## src/rtl/bsg_cache_non_blocking_pkg.sv

```systemverilog
// Shared opcode enum and packet-width helpers for the non-blocking vcache.
package bsg_cache_non_blocking_pkg;

    localparam int opcode_width_gp = 6;

    typedef enum logic [opcode_width_gp-1:0] {
        LB    = 6'h00,
        LH    = 6'h01,
        LW    = 6'h02,
        LBU   = 6'h04,
        LHU   = 6'h05,
        SB    = 6'h08,
        SH    = 6'h09,
        SW    = 6'h0a,
        TAGST = 6'h10
    } bsg_cache_non_blocking_opcode_e;

    function automatic int safe_clog2(input int x);
        return (x <= 1) ? 1 : $clog2(x);
    endfunction

    // Field order: opcode, id, addr, data, mask.
    function automatic int pkt_width(input int id_w, input int addr_w, input int data_w);
        return opcode_width_gp + id_w + addr_w + data_w + data_w / 8;
    endfunction

endpackage

```

## src/rtl/bsg_cache_non_blocking_out_counter.sv

```systemverilog
// Per-requester outstanding-request counter with a hard upper limit.
module bsg_cache_non_blocking_out_counter
    import bsg_cache_non_blocking_pkg::*;
#(
    parameter int max_p = 8,
    localparam int width_lp = safe_clog2(max_p + 1)
) (
    input  logic clk_i,
    input  logic reset_ni,
    input  logic up_i,
    input  logic down_i,
    output logic limit_reached_o,
    output logic zero_o
);

    logic [width_lp-1:0] cnt_r;

    always_ff @(posedge clk_i or negedge reset_ni) begin
        if (!reset_ni) begin
            cnt_r <= '0;
        end else if (up_i && !down_i) begin
            cnt_r <= cnt_r + 1'b1;
        end else if (down_i && !up_i) begin
            cnt_r <= cnt_r - 1'b1;
        end
    end

    assign limit_reached_o = (cnt_r >= width_lp'(max_p));
    assign zero_o          = (cnt_r == '0);

    a_no_underflow: assert property (@(posedge clk_i) disable iff (!reset_ni)
        !(down_i && !up_i && cnt_r == '0));

    a_no_overflow: assert property (@(posedge clk_i) disable iff (!reset_ni)
        !(up_i && !down_i && limit_reached_o));

endmodule

```

## src/rtl/bsg_cache_non_blocking_req_arbiter.sv

```systemverilog
// Round-robin sharing of one non-blocking vcache port; ids are tagged with
// the requester index so out-of-order responses can be steered back.
module bsg_cache_non_blocking_req_arbiter
    import bsg_cache_non_blocking_pkg::*;
#(
    parameter int num_req_p    = 4,
    parameter int id_width_p   = 14,
    parameter int addr_width_p = 28,
    parameter int data_width_p = 32,
    parameter int max_out_p    = 8,
    localparam int lg_num_req_lp      = safe_clog2(num_req_p),
    localparam int cache_id_width_lp  = id_width_p + lg_num_req_lp,
    localparam int req_pkt_width_lp   = pkt_width(id_width_p, addr_width_p, data_width_p),
    localparam int cache_pkt_width_lp = pkt_width(cache_id_width_lp, addr_width_p, data_width_p)
) (
    input  logic                                 clk_i,
    input  logic                                 reset_ni,
    input  logic [num_req_p*req_pkt_width_lp-1:0] req_pkt_i,
    input  logic [num_req_p-1:0]                 req_v_i,
    output logic [num_req_p-1:0]                 req_yumi_o,
    output logic [cache_pkt_width_lp-1:0]        cache_pkt_o,
    output logic                                 cache_v_o,
    input  logic                                 cache_ready_i,
    input  logic [data_width_p-1:0]              cache_data_i,
    input  logic [cache_id_width_lp-1:0]         cache_id_i,
    input  logic                                 cache_v_i,
    output logic                                 cache_yumi_o,
    output logic [num_req_p*data_width_p-1:0]    resp_data_o,
    output logic [num_req_p*id_width_p-1:0]      resp_id_o,
    output logic [num_req_p-1:0]                 resp_v_o,
    input  logic [num_req_p-1:0]                 resp_yumi_i,
    output logic                                 idle_o,
    output logic                                 err_o
);

    typedef struct packed {
        bsg_cache_non_blocking_opcode_e opcode;
        logic [id_width_p-1:0]          id;
        logic [addr_width_p-1:0]        addr;
        logic [data_width_p-1:0]        data;
        logic [data_width_p/8-1:0]      mask;
    } req_pkt_s;

    typedef struct packed {
        bsg_cache_non_blocking_opcode_e opcode;
        logic [cache_id_width_lp-1:0]   id;
        logic [addr_width_p-1:0]        addr;
        logic [data_width_p-1:0]        data;
        logic [data_width_p/8-1:0]      mask;
    } cache_pkt_s;

    req_pkt_s [num_req_p-1:0] req_pkts;
    req_pkt_s                 sel_pkt;
    cache_pkt_s               load_pkt;
    cache_pkt_s               out_pkt_r;
    logic                     out_v_r;
    logic                     err_r;
    logic [lg_num_req_lp-1:0] rr_ptr_r;
    logic [lg_num_req_lp-1:0] grant;
    logic [lg_num_req_lp-1:0] grant_p1;
    logic [lg_num_req_lp:0]   cand;
    logic                     found;
    logic                     grant_v;
    logic                     load_en;
    logic [num_req_p-1:0]     eligible;
    logic [num_req_p-1:0]     limit;
    logic [num_req_p-1:0]     zero;
    logic [num_req_p-1:0]     hit;
    logic                     idx_ok;
    logic [lg_num_req_lp-1:0] idx;

    assign req_pkts = req_pkt_i;
    assign eligible = req_v_i & ~limit;
    assign load_en  = ~out_v_r | cache_ready_i;
    assign grant_v  = |eligible;

    // Rotate the search so it starts at rr_ptr_r and wraps past num_req_p-1.
    always_comb begin
        grant = '0;
        found = 1'b0;
        cand  = '0;
        for (int k = 0; k < num_req_p; k++) begin
            cand = {1'b0, rr_ptr_r} + (lg_num_req_lp+1)'(k);
            if (cand >= (lg_num_req_lp+1)'(num_req_p)) begin
                cand = cand - (lg_num_req_lp+1)'(num_req_p);
            end
            if (!found && eligible[cand[lg_num_req_lp-1:0]]) begin
                found = 1'b1;
                grant = cand[lg_num_req_lp-1:0];
            end
        end
    end

    assign grant_p1 = (grant == lg_num_req_lp'(num_req_p - 1)) ? '0 : grant + 1'b1;

    always_comb begin
        req_yumi_o = '0;
        if (grant_v && load_en && reset_ni) begin
            req_yumi_o[grant] = 1'b1;
        end
    end

    always_comb begin
        sel_pkt         = req_pkts[grant];
        load_pkt.opcode = sel_pkt.opcode;
        load_pkt.id     = {grant, sel_pkt.id};
        load_pkt.addr   = sel_pkt.addr;
        load_pkt.data   = sel_pkt.data;
        load_pkt.mask   = sel_pkt.mask;
    end

    always_ff @(posedge clk_i or negedge reset_ni) begin
        if (!reset_ni) begin
            out_v_r   <= 1'b0;
            out_pkt_r <= '0;
            rr_ptr_r  <= '0;
            err_r     <= 1'b0;
        end else begin
            if (load_en) begin
                out_v_r <= grant_v;
                if (grant_v) begin
                    out_pkt_r <= load_pkt;
                    rr_ptr_r  <= grant_p1;
                end
            end
            if (cache_v_i && !idx_ok) begin
                err_r <= 1'b1;
            end
        end
    end

    assign cache_v_o   = out_v_r;
    assign cache_pkt_o = out_pkt_r;

    // An index with no matching requester is dropped and flagged.
    assign idx = cache_id_i[cache_id_width_lp-1 -: lg_num_req_lp];

    always_comb begin
        hit = '0;
        for (int i = 0; i < num_req_p; i++) begin
            hit[i] = (idx == lg_num_req_lp'(i));
        end
        idx_ok       = |hit;
        resp_v_o     = hit & {num_req_p{cache_v_i}};
        cache_yumi_o = cache_v_i & (idx_ok ? |(hit & resp_yumi_i) : 1'b1);
    end

    assign resp_data_o = {num_req_p{cache_data_i}};
    assign resp_id_o   = {num_req_p{cache_id_i[id_width_p-1:0]}};

    for (genvar i = 0; i < num_req_p; i++) begin : g_cnt
        bsg_cache_non_blocking_out_counter #(
            .max_p(max_out_p)
        ) u_cnt (
            .clk_i          (clk_i),
            .reset_ni       (reset_ni),
            .up_i           (req_yumi_o[i]),
            .down_i         (resp_v_o[i] & resp_yumi_i[i]),
            .limit_reached_o(limit[i]),
            .zero_o         (zero[i])
        );
    end

    assign idle_o = ~out_v_r & (&zero);
    assign err_o  = err_r;

endmodule
```

## config.mk

```make
export PLATFORM = sky130hd
export DESIGN_NAME = bsg_cache_non_blocking_req_arbiter
export DESIGN_NICKNAME = d
export VERILOG_FILES = /design/src/rtl/bsg_cache_non_blocking_pkg.sv /design/src/rtl/bsg_cache_non_blocking_out_counter.sv /design/src/rtl/bsg_cache_non_blocking_req_arbiter.sv
export SDC_FILE = /design/constraint.sdc
export NUM_CORES = 1
export LEC_CHECK = 0
export CAP_MARGIN = 20
export CORE_AREA = 2 2 267 269
export CTS_CLUSTER_SIZE = 12
export DETAILED_ROUTE_END_ITERATION = 8
export DIE_AREA = 0 0 269 271
export PLACE_DENSITY_LB_ADDON = 0.12
export SYNTH_ARGS = -nofsm -noshare
export SYNTH_HDL_FRONTEND = slang
export SYNTH_HIERARCHICAL = 1
export SYNTH_SLANG_ARGS = --single-unit
```

## constraint.sdc

```tcl
create_clock -name clk_i -period 3.9 [get_ports clk_i]
set_input_delay 0.585 -clock clk_i [delete_from_list [all_inputs] [get_ports clk_i]]
set_output_delay 0.585 -clock clk_i [all_outputs]
set_load 0.03 [all_outputs]
```

After elaboration in Yosys (flattened, before gate mapping)
Cells that the tools add are included.

word-level totals
  bits in registers = 106
  output and inout bits = 282
  word-level logic and storage cells = 133

operators by class
  add/subtract/negate cells = 16
  $lt $le $gt $ge = 14
  equal/unequal tests = 4
  muxes and demuxes = 34
  bitwise logic cells = 12
  reduce and logical (&&, ||, !) cells = 41

operator list
  cell                   count
  $bmux W84 S2           1
  $mux W84               1
  $mux W4                9
  $mux W2                9
  $add A4 B1 Y4 const B  4
  $ge A4 B4 Y1 const B   4
  $logic_not A4 Y1       4
  $sub A4 B1 Y4 const B  4
  $logic_and A1 B1 Y1    15
  $lt A2 B3 Y1 const B   5
  $and A4 B4 Y4          3
  $logic_not A1 Y1       12
  $reduce_or A4 Y1       3
  $ge A3 B3 Y1 const B   3
  $mux W1                9
  $bmux W1 S2            4
  $reduce_bool A2 Y1     4
  $sub A2 B1 Y2 const B  4
  $add A2 B2 Y3 const B  2
  $and A1 B1 Y1          6
  $eq A2 B2 Y1 const B   3
  $not A4 Y4             1
  $reduce_and A4 Y1      1
  $add A2 B1 Y3 const B  1
  other kinds (9)        9

Depth between registers and ports, before layout
Gate-level depths: netlist of the first run.

  word-level depth = 24
  depth in mapped cells = 13
  depth with buffers taken out = 10

Modules after synthesis
Netlist of the first run, hierarchy kept.

by module, submodules not included
  module                              instances  cells an instance  area each (µm²)  sequential area each (µm²)
  bsg_cache_non_blocking_req_arbiter  1          809                7604.8           2252.2
  bsg_cache_non_blocking_out_counter  4          31                 317.8            100.1

Worst setup path after synthesis of the first run
No wires, ideal clock.

  path type = input port to flip-flop
  start point = in req_v_i[2]
  end point = reg g_cnt[0].u_cnt.cnt_r[3]
  arrival time = 3.640 ns
  required time = 3.771 ns
  setup slack = 0.131 ns
  cell stages on the path = 12
  buffers on the path = 2
  path through = nor2b_1 -> o221ai_4 -> nand2_4 -> buf_4 -> buf_2 -> nor3_1 -> ha_1 -> inv_1 -> ha_1 -> or4_4 -> o211ai_2 -> o211ai_2

on the way
  longest elaborated chain between the ends = 21

RTL lines
  what                                       RTL line                                  source
  start, declared                            bsg_cache_non_blocking_req_arbiter.sv:19  input logic [num_req_p-1:0] req_v_i,
  $and A4 B4 Y4 *                            bsg_cache_non_blocking_req_arbiter.sv:73  assign eligible = req_v_i & ~limit;
  $bmux W1 S2                                bsg_cache_non_blocking_req_arbiter.sv:87  if (!found && eligible[cand[lg_num_req_lp-1:0]]) begin
  $mux W1 (implied by the code)              bsg_cache_non_blocking_req_arbiter.sv:87
  $mux W1                                    bsg_cache_non_blocking_req_arbiter.sv:87
  $logic_not A1 Y1                           bsg_cache_non_blocking_req_arbiter.sv:87
  $logic_and A1 B1 Y1                        bsg_cache_non_blocking_req_arbiter.sv:87
  $mux W1                                    bsg_cache_non_blocking_req_arbiter.sv:87
  $logic_not A1 Y1                           bsg_cache_non_blocking_req_arbiter.sv:87
  [6 not listed]                             -
  $logic_and A1 B1 Y1 (implied by the code)  bsg_cache_non_blocking_req_arbiter.sv:99  req_yumi_o[grant] = 1'b1;
  $mux W1 (implied by the code)              bsg_cache_non_blocking_req_arbiter.sv:99
  $demux W1 S2                               bsg_cache_non_blocking_req_arbiter.sv:99
  $mux W4 *                                  bsg_cache_non_blocking_req_arbiter.sv:98  if (grant_v && load_en && reset_ni) begin
  net req_yumi_o[0]                          bsg_cache_non_blocking_req_arbiter.sv:20  output logic [num_req_p-1:0] req_yumi_o,
  $logic_not A1 Y1                           bsg_cache_non_blocking_out_counter.sv:23  end else if (down_i && !up_i) begin
  $logic_and A1 B1 Y1                        bsg_cache_non_blocking_out_counter.sv:23
  $reduce_bool A2 Y1 (no source line)        -
  end signal, assigned                       bsg_cache_non_blocking_out_counter.sv:22  cnt_r <= cnt_r + 1'b1;
  end signal, assigned                       bsg_cache_non_blocking_out_counter.sv:24  cnt_r <= cnt_r - 1'b1;
  end, declared                              bsg_cache_non_blocking_out_counter.sv:16  logic [width_lp-1:0] cnt_r;

Mark *: on every way through the listed nets, which the timed path passes. The rest lies on a longest branch. The select of a mux whose other input is x is not followed.
A chain may end at the register's enable or synchronous reset.

Worst setup path after layout of the first run
  start point = in req_v_i[3]
  end point = out req_yumi_o[2]

on the way
  longest elaborated chain between the ends = 18

RTL lines
  what                                                                       RTL line
  $and A4 B4 Y4 *                                                            bsg_cache_non_blocking_req_arbiter.sv:73
  $bmux W1 S2                                                                bsg_cache_non_blocking_req_arbiter.sv:87
  $mux W1 (implied by the code)                                              bsg_cache_non_blocking_req_arbiter.sv:87
  $mux W1                                                                    bsg_cache_non_blocking_req_arbiter.sv:87
  $logic_not A1 Y1                                                           bsg_cache_non_blocking_req_arbiter.sv:87
  $logic_and A1 B1 Y1                                                        bsg_cache_non_blocking_req_arbiter.sv:87
  $mux W1                                                                    bsg_cache_non_blocking_req_arbiter.sv:87
  $logic_not A1 Y1                                                           bsg_cache_non_blocking_req_arbiter.sv:87
  [2 not listed]                                                             -
  $logic_not A1 Y1                                                           bsg_cache_non_blocking_req_arbiter.sv:87
  $logic_and A1 B1 Y1                                                        bsg_cache_non_blocking_req_arbiter.sv:87
  $mux W2                                                                    bsg_cache_non_blocking_req_arbiter.sv:87
  $lt A2 B3 Y1 (implied by the code) / $ge A2 B1 Y1 (equally long branches)  bsg_cache_non_blocking_req_arbiter.sv:99
  $logic_and A1 B1 Y1 (implied by the code)                                  bsg_cache_non_blocking_req_arbiter.sv:99
  $mux W1 (implied by the code)                                              bsg_cache_non_blocking_req_arbiter.sv:99
  $demux W1 S2                                                               bsg_cache_non_blocking_req_arbiter.sv:99
  $mux W4 *                                                                  bsg_cache_non_blocking_req_arbiter.sv:98
  end, declared                                                              bsg_cache_non_blocking_req_arbiter.sv:20

Every way passes the cells marked *; elsewhere a longest branch is shown, timed or not. The select of a mux whose other input is x is not followed.

==> flow_metrics.py, run 1 <==
metrics = {
    "placement": {
        "dp_hpwl_um": 29900,
        "dp_slack_ns": 0.114,
        "io_buffer_count": 447,
        "gp_congestion": 0.731,
        "place_area_sq_um": 13000,
    },
    "timing": {
        "finalCritPeriodShare_pct": 91.1,
        "rsz0062_at_grt": "false",
        "finalMaxSlewViolations": 0,
        "finalClockSkew_ns": 0.0147,
        "final.setup.tns_ns": 0,
        "setup_slack_ns": 0.347,
        "setup_viol": 0,
        "max_clock_freq_mhz": 281,
        "finalCriticalPeriod_ns": 3.55,
        "worst_pin_slew_ns": 0.847,
        "hold_viol_final": 0,
        "relSlewSlack_pct": 43.5,
    },
    "floorplanning": {
        "die_w_um": 269,
        "die_area_sq_um": 72900,
        "fp.coreArea_sq_um": 69800,
        "initial_core_util_pct": 12.7,
        "rows": 97,
        "fp.dieH_um": 271,
        "io_pins": 678,
    },
    "drt": {
        "drc": 0,
        "wire_per_inst_um": 19.1,
        "vias": 7663,
        "wl_um": 40300,
        "drtAntennaViolNets": 0,
        "dr.pass1.iters": 4,
        "vias_per_cell": 3.64,
        "drt-initial-drc-count": 155,
    },
    "synthesis": {
        "synth-edff-count": 0,
        "ys_async_sr_fraction_pct": 100,
        "synthesis.nets": 1345,
        "postSynthCellCount": 933,
        "synth.avg_cell_area_sq_um": 9.51,
        "yosys_warnings": 6,
        "synth_ff_type": "dfrtp_1",
        "synth_cell_types": 46,
        "syn_area_sq_um": 8880,
        "ys_ff_latch": 106,
        "synth-seq-area-share_pct": 29.9,
    },
    "worst_setup_path": {
        "cp-startpoint": "req_v_i[3]",
        "startpoint_type": "input pin",
        "r2r_setup_slack_ns": 0.69,
        "worstPathCellList": "clkdlybuf4s50_1 -> nor2b_4 -> or3b_1 -> and3_1 -> nor3_1 -> clkdlybuf4s50_1",
        "r2r-end": "g_cnt[0].u_cnt/cnt_r[3]$_DFFE_PN0P_",
        "cp.required_ns": 3.31,
        "cpPeakStageDelay_ns": 0.76,
        "crit_path_frequent_cell": "clkdlybuf4s50_1",
        "cp_slowest_cell": "clkdlybuf4s50_1",
        "cp_top_family": "buffers and inverters",
        "reg2reg_from": "g_cnt[0].u_cnt/cnt_r[3]$_DFFE_PN0P_",
        "crit_type": "input pin to primary output",
        "crit_arrival_ns": 2.97,
        "cp-end-kind": "primary output",
        "path_buf_inv": 2,
        "ff2ff_path_depth": 10,
        "crit_path_end": "req_yumi_o[2]",
        "critPathMaxFanout": 4,
        "path_depth": 6,
    },
    "final_layout": {
        "synthToLayoutAreaGrowth_pct": 50.5,
        "layout-drive-gt1-share_pct": 11.1,
        "nets": 1572,
        "design_area_sq_um": 13400,
        "final_common_cell": "clkdlybuf4s50_1",
        "layout_common_cells": "444 x clkdlybuf4s50_1, 108 x a211oi_1, 106 x dfrtp_1",
    },
    "clock_tree": {
        "cts_buffers": 9,
        "cts_tree": "done",
        "cts_sinks": 106,
        "clockRootBuffer": "clkbuf_16",
        "postCtsResizedCells": 0,
        "clk_pin_slew_ns": 0.08,
        "cts_hold_buffers": 0,
        "clk_latency_ns": 0.39,
        "cts_buffer_depth": 2,
        "htree_levels": 3,
        "post-cts-setup-buffers": 0,
    },
    "global_routing": {
        "grt.overflow.total": 0,
        "grt_start_max_net_pins": 98,
        "grt_pass1_wl_um": 57200,
        "grt.total_usage_pct": 10.7,
        "grt_pass1_vias": 8225,
        "antenna_found_initial": 4,
    },
    "status": {
        "outcome": "finished, final reports clean",
    },
    "pwr": {
        "leakagePower_nw": 4.96,
        "p_per_area_nw_per_um2": 693,
        "max-vdd-ir-drop_v": 0.000319,
    },
    "flow_run": {
        "cap_violations": 0,
    },
    "hold_path": {
        "hold_path.class": "input pin to asynchronous set/reset pin",
    },
}
==> kinds of logic after synthesis <==
| kind of cell | count (synthesis) | share of synthesized area (%) |
|---|---|---|
| buffers and inverters | 266 | 20.4 |
| and+or+nand+nor | 241 | 14.7 |
| AOI/OAI and AO/OA | 201 | 20.9 |
| DFF | 106 | 29.9 |
| muxes | 94 | 10.7 |
| adders and majority gates | 16 | 2.59 |
| xor gates and xnor gates | 9 | 0.888 |
==> final cells by class <==
cell class	instances	area, sq um
tap	940	1180
multi-input combinational	561	4460
clock buffer	11	243
sequential	106	2650
antenna	1	2.50
timing repair buffer	473	4710
fill	7708	56400
inverter	9	33.8
clock inverter	5	85.1
==> layer usage <==
layer,track usage (%),vias up,part of all wire (%)
met3,3.26,49,7.2
met1,11.8,3639,39
li1,-,3667,-
met5,0,-,0.087
met2,19.2,302,51
met4,3.74,6,2.5
==> per-stage QoR <==
| step | cells | power, W | hold WS [ns] | utilization (%) |
|---|---|---|---|---|
| 2_1_floorplan | 933 | 0.00618 | 0.289 | - |
| 3_3_place_gp | 2089 | 0.00837 | 0.367 | 18.7 |
| 3_5_place_dp | 2089 | 0.00835 | 0.367 | 18.7 |
| 4_1_cts | 2105 | 0.00955 | 0.0170 | 19.1 |
| 5_1_grt | 2106 | 0.00997 | 0.0301 | 19.1 |
| 6_report | 2106 | 0.00926 | 0.0552 | 19.1 |
==> cells in the mapped netlist (5+ instances only) <==
| master | instances | area share, % |
|---|---|---|
| inv_1 | 9 | 0.38 |
| buf_2 | 27 | 1.5 |
| ha_1 | 12 | 1.7 |
| and3_1 | 86 | 6.1 |
| mux2_2 | 5 | 0.63 |
| clkbuf_1 | 25 | 1.1 |
| mux2i_1 | 89 | 10 |
| o21ai_0 | 5 | 0.28 |
| a211oi_1 | 108 | 9.1 |
| a211oi_2 | 60 | 8.5 |
| dfrtp_1 | 106 | 30 |
| buf_4 | 197 | 17 |
| nor2_1 | 88 | 3.7 |
| nand2_1 | 11 | 0.47 |
| o211ai_2 | 8 | 1.1 |
| nor3_1 | 8 | 0.45 |
| nand3_1 | 9 | 0.51 |
| xnor2_1 | 9 | 0.89 |
| a21oi_1 | 9 | 0.51 |
| and2_1 | 6 | 0.42 |
==> worst register-to-register path: stages (launching register included) <==
cell	delay, ns
dfrtp_1	0.45
nand2b_4	0.21
or3b_1	0.43
and3_1	0.25
nor3_1	0.37
ha_1	0.25
inv_1	0.10
ha_1	0.36
or4_4	0.50
o211ai_2	0.09
o211ai_2	0.08
==> how the worst min path moves through the flow <==
| stage | startpoint | end | cells after the start |
|---|---|---|---|
| after floorplan | reset_ni | cache_pkt_o[0]$_DFFE_PN0N_ | 0 |
| after global placement | err_o$_DFFE_PN0P_ | err_o$_DFFE_PN0P_ | 0 |
| after detailed placement | err_o$_DFFE_PN0P_ | err_o$_DFFE_PN0P_ | 0 |
| after CTS | reset_ni | cache_pkt_o[85]$_DFFE_PN0N_ | 1 |
| after global routing | reset_ni | g_cnt[3].u_cnt/cnt_r[3]$_DFFE_PN0P_ | 1 |
| final | reset_ni | g_cnt[3].u_cnt/cnt_r[3]$_DFFE_PN0P_ | 1 |
==> power by group <==
part           leakage (nW)  internal [W]  total [W]  switching, W
Clock                 0.157      0.000588    0.00111      0.000517
Combinational          3.61       0.00257    0.00612       0.00355
Sequential             1.19       0.00165    0.00204      0.000394
==> flip-flops by register name (all words and copies together), names as in the netlist <==
register           count
g_cnt.u_cnt/cnt_r     16
err_o                  1
cache_v_o              1
cache_pkt_o           86
rr_ptr_r               2
Note: power is estimated with default switching activity, not from simulation.
==> run 2, diff against run 1 <==
- CAP_MARGIN: 20 -> default
- CELL_PAD_IN_SITES_DETAIL_PLACEMENT: default -> 1
- CELL_PAD_IN_SITES_GLOBAL_PLACEMENT: default -> 1
- CORE_AREA: 2 2 267 269 -> 2 2 262 264
- DIE_AREA: 0 0 269 271 -> 0 0 264 266
==> run 2 against run 1 <==
Against the previous run: cell count fell by 2.9%; combinational power rose by 0.8%; final area fell by 0.67%; first-iteration DRC count rose by 2.6%; hold slack improved by 0.33 ns; critical path type is now input pin to flop; largest power group unchanged.
==> flow_metrics.py, run 2 (synthesized netlist as in run 1, its figures left out) <==
metrics = {
    "drt": {
        "vias_per_cell": 3.80,
        "vias": 7765,
        "drt-initial-drc-count": 159,
        "wire_per_inst_um": 21.4,
        "drc": 0,
        "dr.pass1.iters": 4,
        "wl_um": 43700,
        "drtAntennaViolNets": 0,
    },
    "timing": {
        "relSlewSlack_pct": 38.0,
        "setup_viol": 0,
        "max_clock_freq_mhz": 297,
        "finalCritPeriodShare_pct": 86.4,
        "finalMaxSlewViolations": 0,
        "whs_ns": 0.382,
        "worst_pin_slew_ns": 0.931,
        "final.setup.tns_ns": 0,
        "finalClockSkew_ns": 0.0136,
        "finalCriticalPeriod_ns": 3.37,
        "rsz0062_at_grt": "false",
        "hold_viol_final": 0,
    },
    "worst_setup_path": {
        "r2r_setup_slack_ns": 0.65,
        "cp_top_family": "simple AND/OR/NAND/NOR gates",
        "cp.required_ns": 4.18,
        "crit_type": "input pin to flop",
        "crit_arrival_ns": 3.65,
        "critPathMaxFanout": 6,
        "cpPeakStageDelay_ns": 0.52,
        "path_buf_inv": 2,
        "cp-end-kind": "flop",
        "startpoint_type": "input pin",
        "worstPathCellList": "clkdlybuf4s50_1 -> nor2b_1 -> o221ai_4 -> and2_1 -> nor3_1 -> ha_1 -> inv_1 -> ha_1 -> or4_4 -> o211ai_2 -> o211ai_2",
        "cp_slowest_cell": "clkdlybuf4s50_1",
    },
    "floorplanning": {
        "die_area_sq_um": 70200,
        "fp.dieH_um": 266,
        "io_pins": 678,
        "initial_core_util_pct": 13.1,
        "rows": 96,
        "fp.coreArea_sq_um": 67700,
        "die_w_um": 264,
    },
    "pwr": {
        "max-vdd-ir-drop_v": 0.000748,
        "p_seq_share_pct": 22.1,
        "switching_share_pct": 48.7,
        "p_per_area_nw_per_um2": 700,
        "p_switching_w": 0.00452,
        "intPower_w": 0.00477,
        "combPwrFrac_pct": 66.4,
        "leakagePower_nw": 4.95,
        "power_frac_clock_pct": 11.5,
    },
    "final_layout": {
        "layout_common_cells": "442 x clkdlybuf4s50_1, 108 x a211oi_1, 106 x dfrtp_1",
        "synthToLayoutAreaGrowth_pct": 49.5,
        "layout-drive-gt1-share_pct": 10.9,
        "final_common_cell": "clkdlybuf4s50_1",
        "seq_area_sq_um": 2650,
        "largest_reg_flops": 86,
        "multiInputGateArea_sq_um": 4460,
        "nets": 1572,
        "n_fill_cell": 7835,
    },
    "clock_tree": {
        "clk_latency_ns": 0.39,
        "htree_levels": 3,
        "postCtsResizedCells": 0,
        "clk_pin_slew_ns": 0.09,
        "cts_tree": "done",
        "clockRootBuffer": "clkbuf_16",
        "cts_buffers": 9,
        "cts_sinks": 106,
        "cts_buffer_depth": 2,
    },
    "hold_path": {
        "hold_path.class": "flop to flop",
    },
    "status": {
        "outcome": "finished, final reports clean",
    },
    "placement": {
        "io_buffer_count": 447,
        "dp_hpwl_um": 32300,
        "gp_congestion": 0.727,
    },
    "global_routing": {
        "grt.overflow.total": 0,
        "grt.total_usage_pct": 12.2,
        "grt_pass1_wl_um": 62900,
        "grt_start_max_net_pins": 110,
        "grt_pass1_vias": 8746,
        "antenna_found_initial": 5,
    },
    "flow_run": {
        "cap_violations": 0,
    },
}
-- run 2: changes by cell type in the layout (fill, tap and decap cells not counted) --
cell / before / now
buf_4: 25 / 24
clkdlybuf4s50_1: 444 / 442
dlygate4sd3_1: 0 / 1
inv_6: 2 / 0
clkbuf_8: 1 / 0
buf_12: 4 / 5
buf_6: 0 / 1
-- run 2: area by class of cell --
cell class	instances	area share, %
timing repair buffer	473	35.6
multi-input combinational	561	33.6
sequential	106	20.0
tap	882	8.32
clock buffer	10	1.73
clock inverter	3	0.509
inverter	9	0.255
antenna	1	0.0189
-- run 2: per-stage QoR --
stage	utilization [%]	cell area (sq um)	power [W]	worst slack [ns]	cells
finish	19.6	13300	0.00930	0.530	2045
global route	19.6	13300	0.0100	0.341	2044
CTS	19.6	13300	0.00962	0.547	2044
detailed placement	19.1	13000	0.00845	0.112	2030
global placement	19.1	13000	0.00843	0.191	2030
floorplan	-	8880	0.00618	0.131	933
-- run 2: timing repair --
item                      CTS  global route
setup buffers               0             0
hold endpoints to repair   11             0
hold buffers                1             0
-- run 2: metal layers --
metal	vias up	track usage [%]	routed length, um	share of wire [%]
met2	259	21.8	22400	51
met1	3776	13.7	17300	40
li1	3649	-	-	-
met3	75	3.42	2880	6.6
met4	6	4.59	1110	2.5
met5	-	0	43	0.098
-- run 2: path summary, 6_finish.rpt --
| path | startpoint | to | cells past startpoint |
|---|---|---|---|
| min in group asynchronous | reset_ni | cache_pkt_o[11]$_DFFE_PN0N_ | 2 |
| hold reg to reg | err_o$_DFFE_PN0P_ | err_o$_DFFE_PN0P_ | 0 |
| setup / recovery | req_v_i[2] | g_cnt[3].u_cnt/cnt_r[3]$_DFFE_PN0P_ | 11 |
| hold / removal | err_o$_DFFE_PN0P_ | err_o$_DFFE_PN0P_ | 0 |
| setup reg to reg | g_cnt[3].u_cnt/cnt_r[3]$_DFFE_PN0P_ | g_cnt[1].u_cnt/cnt_r[3]$_DFFE_PN0P_ | 10 |
| max in group asynchronous | reset_ni | cache_pkt_o[58]$_DFFE_PN0N_ | 3 |
-- run 2: worst reg2reg max path, delay by kind of cell (launching register included) --
family	cells	cell delay, ns
AOI/OAI and AO/OA	3	0.50
DFF	1	0.49
buffers and inverters	1	0.13
adders and majority gates	2	0.69
and+or+nand+nor	4	1.33
-- run 2: power by group through the flow --
stage                     Clock [W]  Combinational, W  Sequential [W]
after floorplan                   0           0.00331         0.00287
after global placement            0           0.00635         0.00208
after detailed placement          0           0.00636         0.00209
after CTS                   0.00116           0.00638         0.00207
after global routing        0.00118           0.00669         0.00215
final                       0.00107           0.00617         0.00205
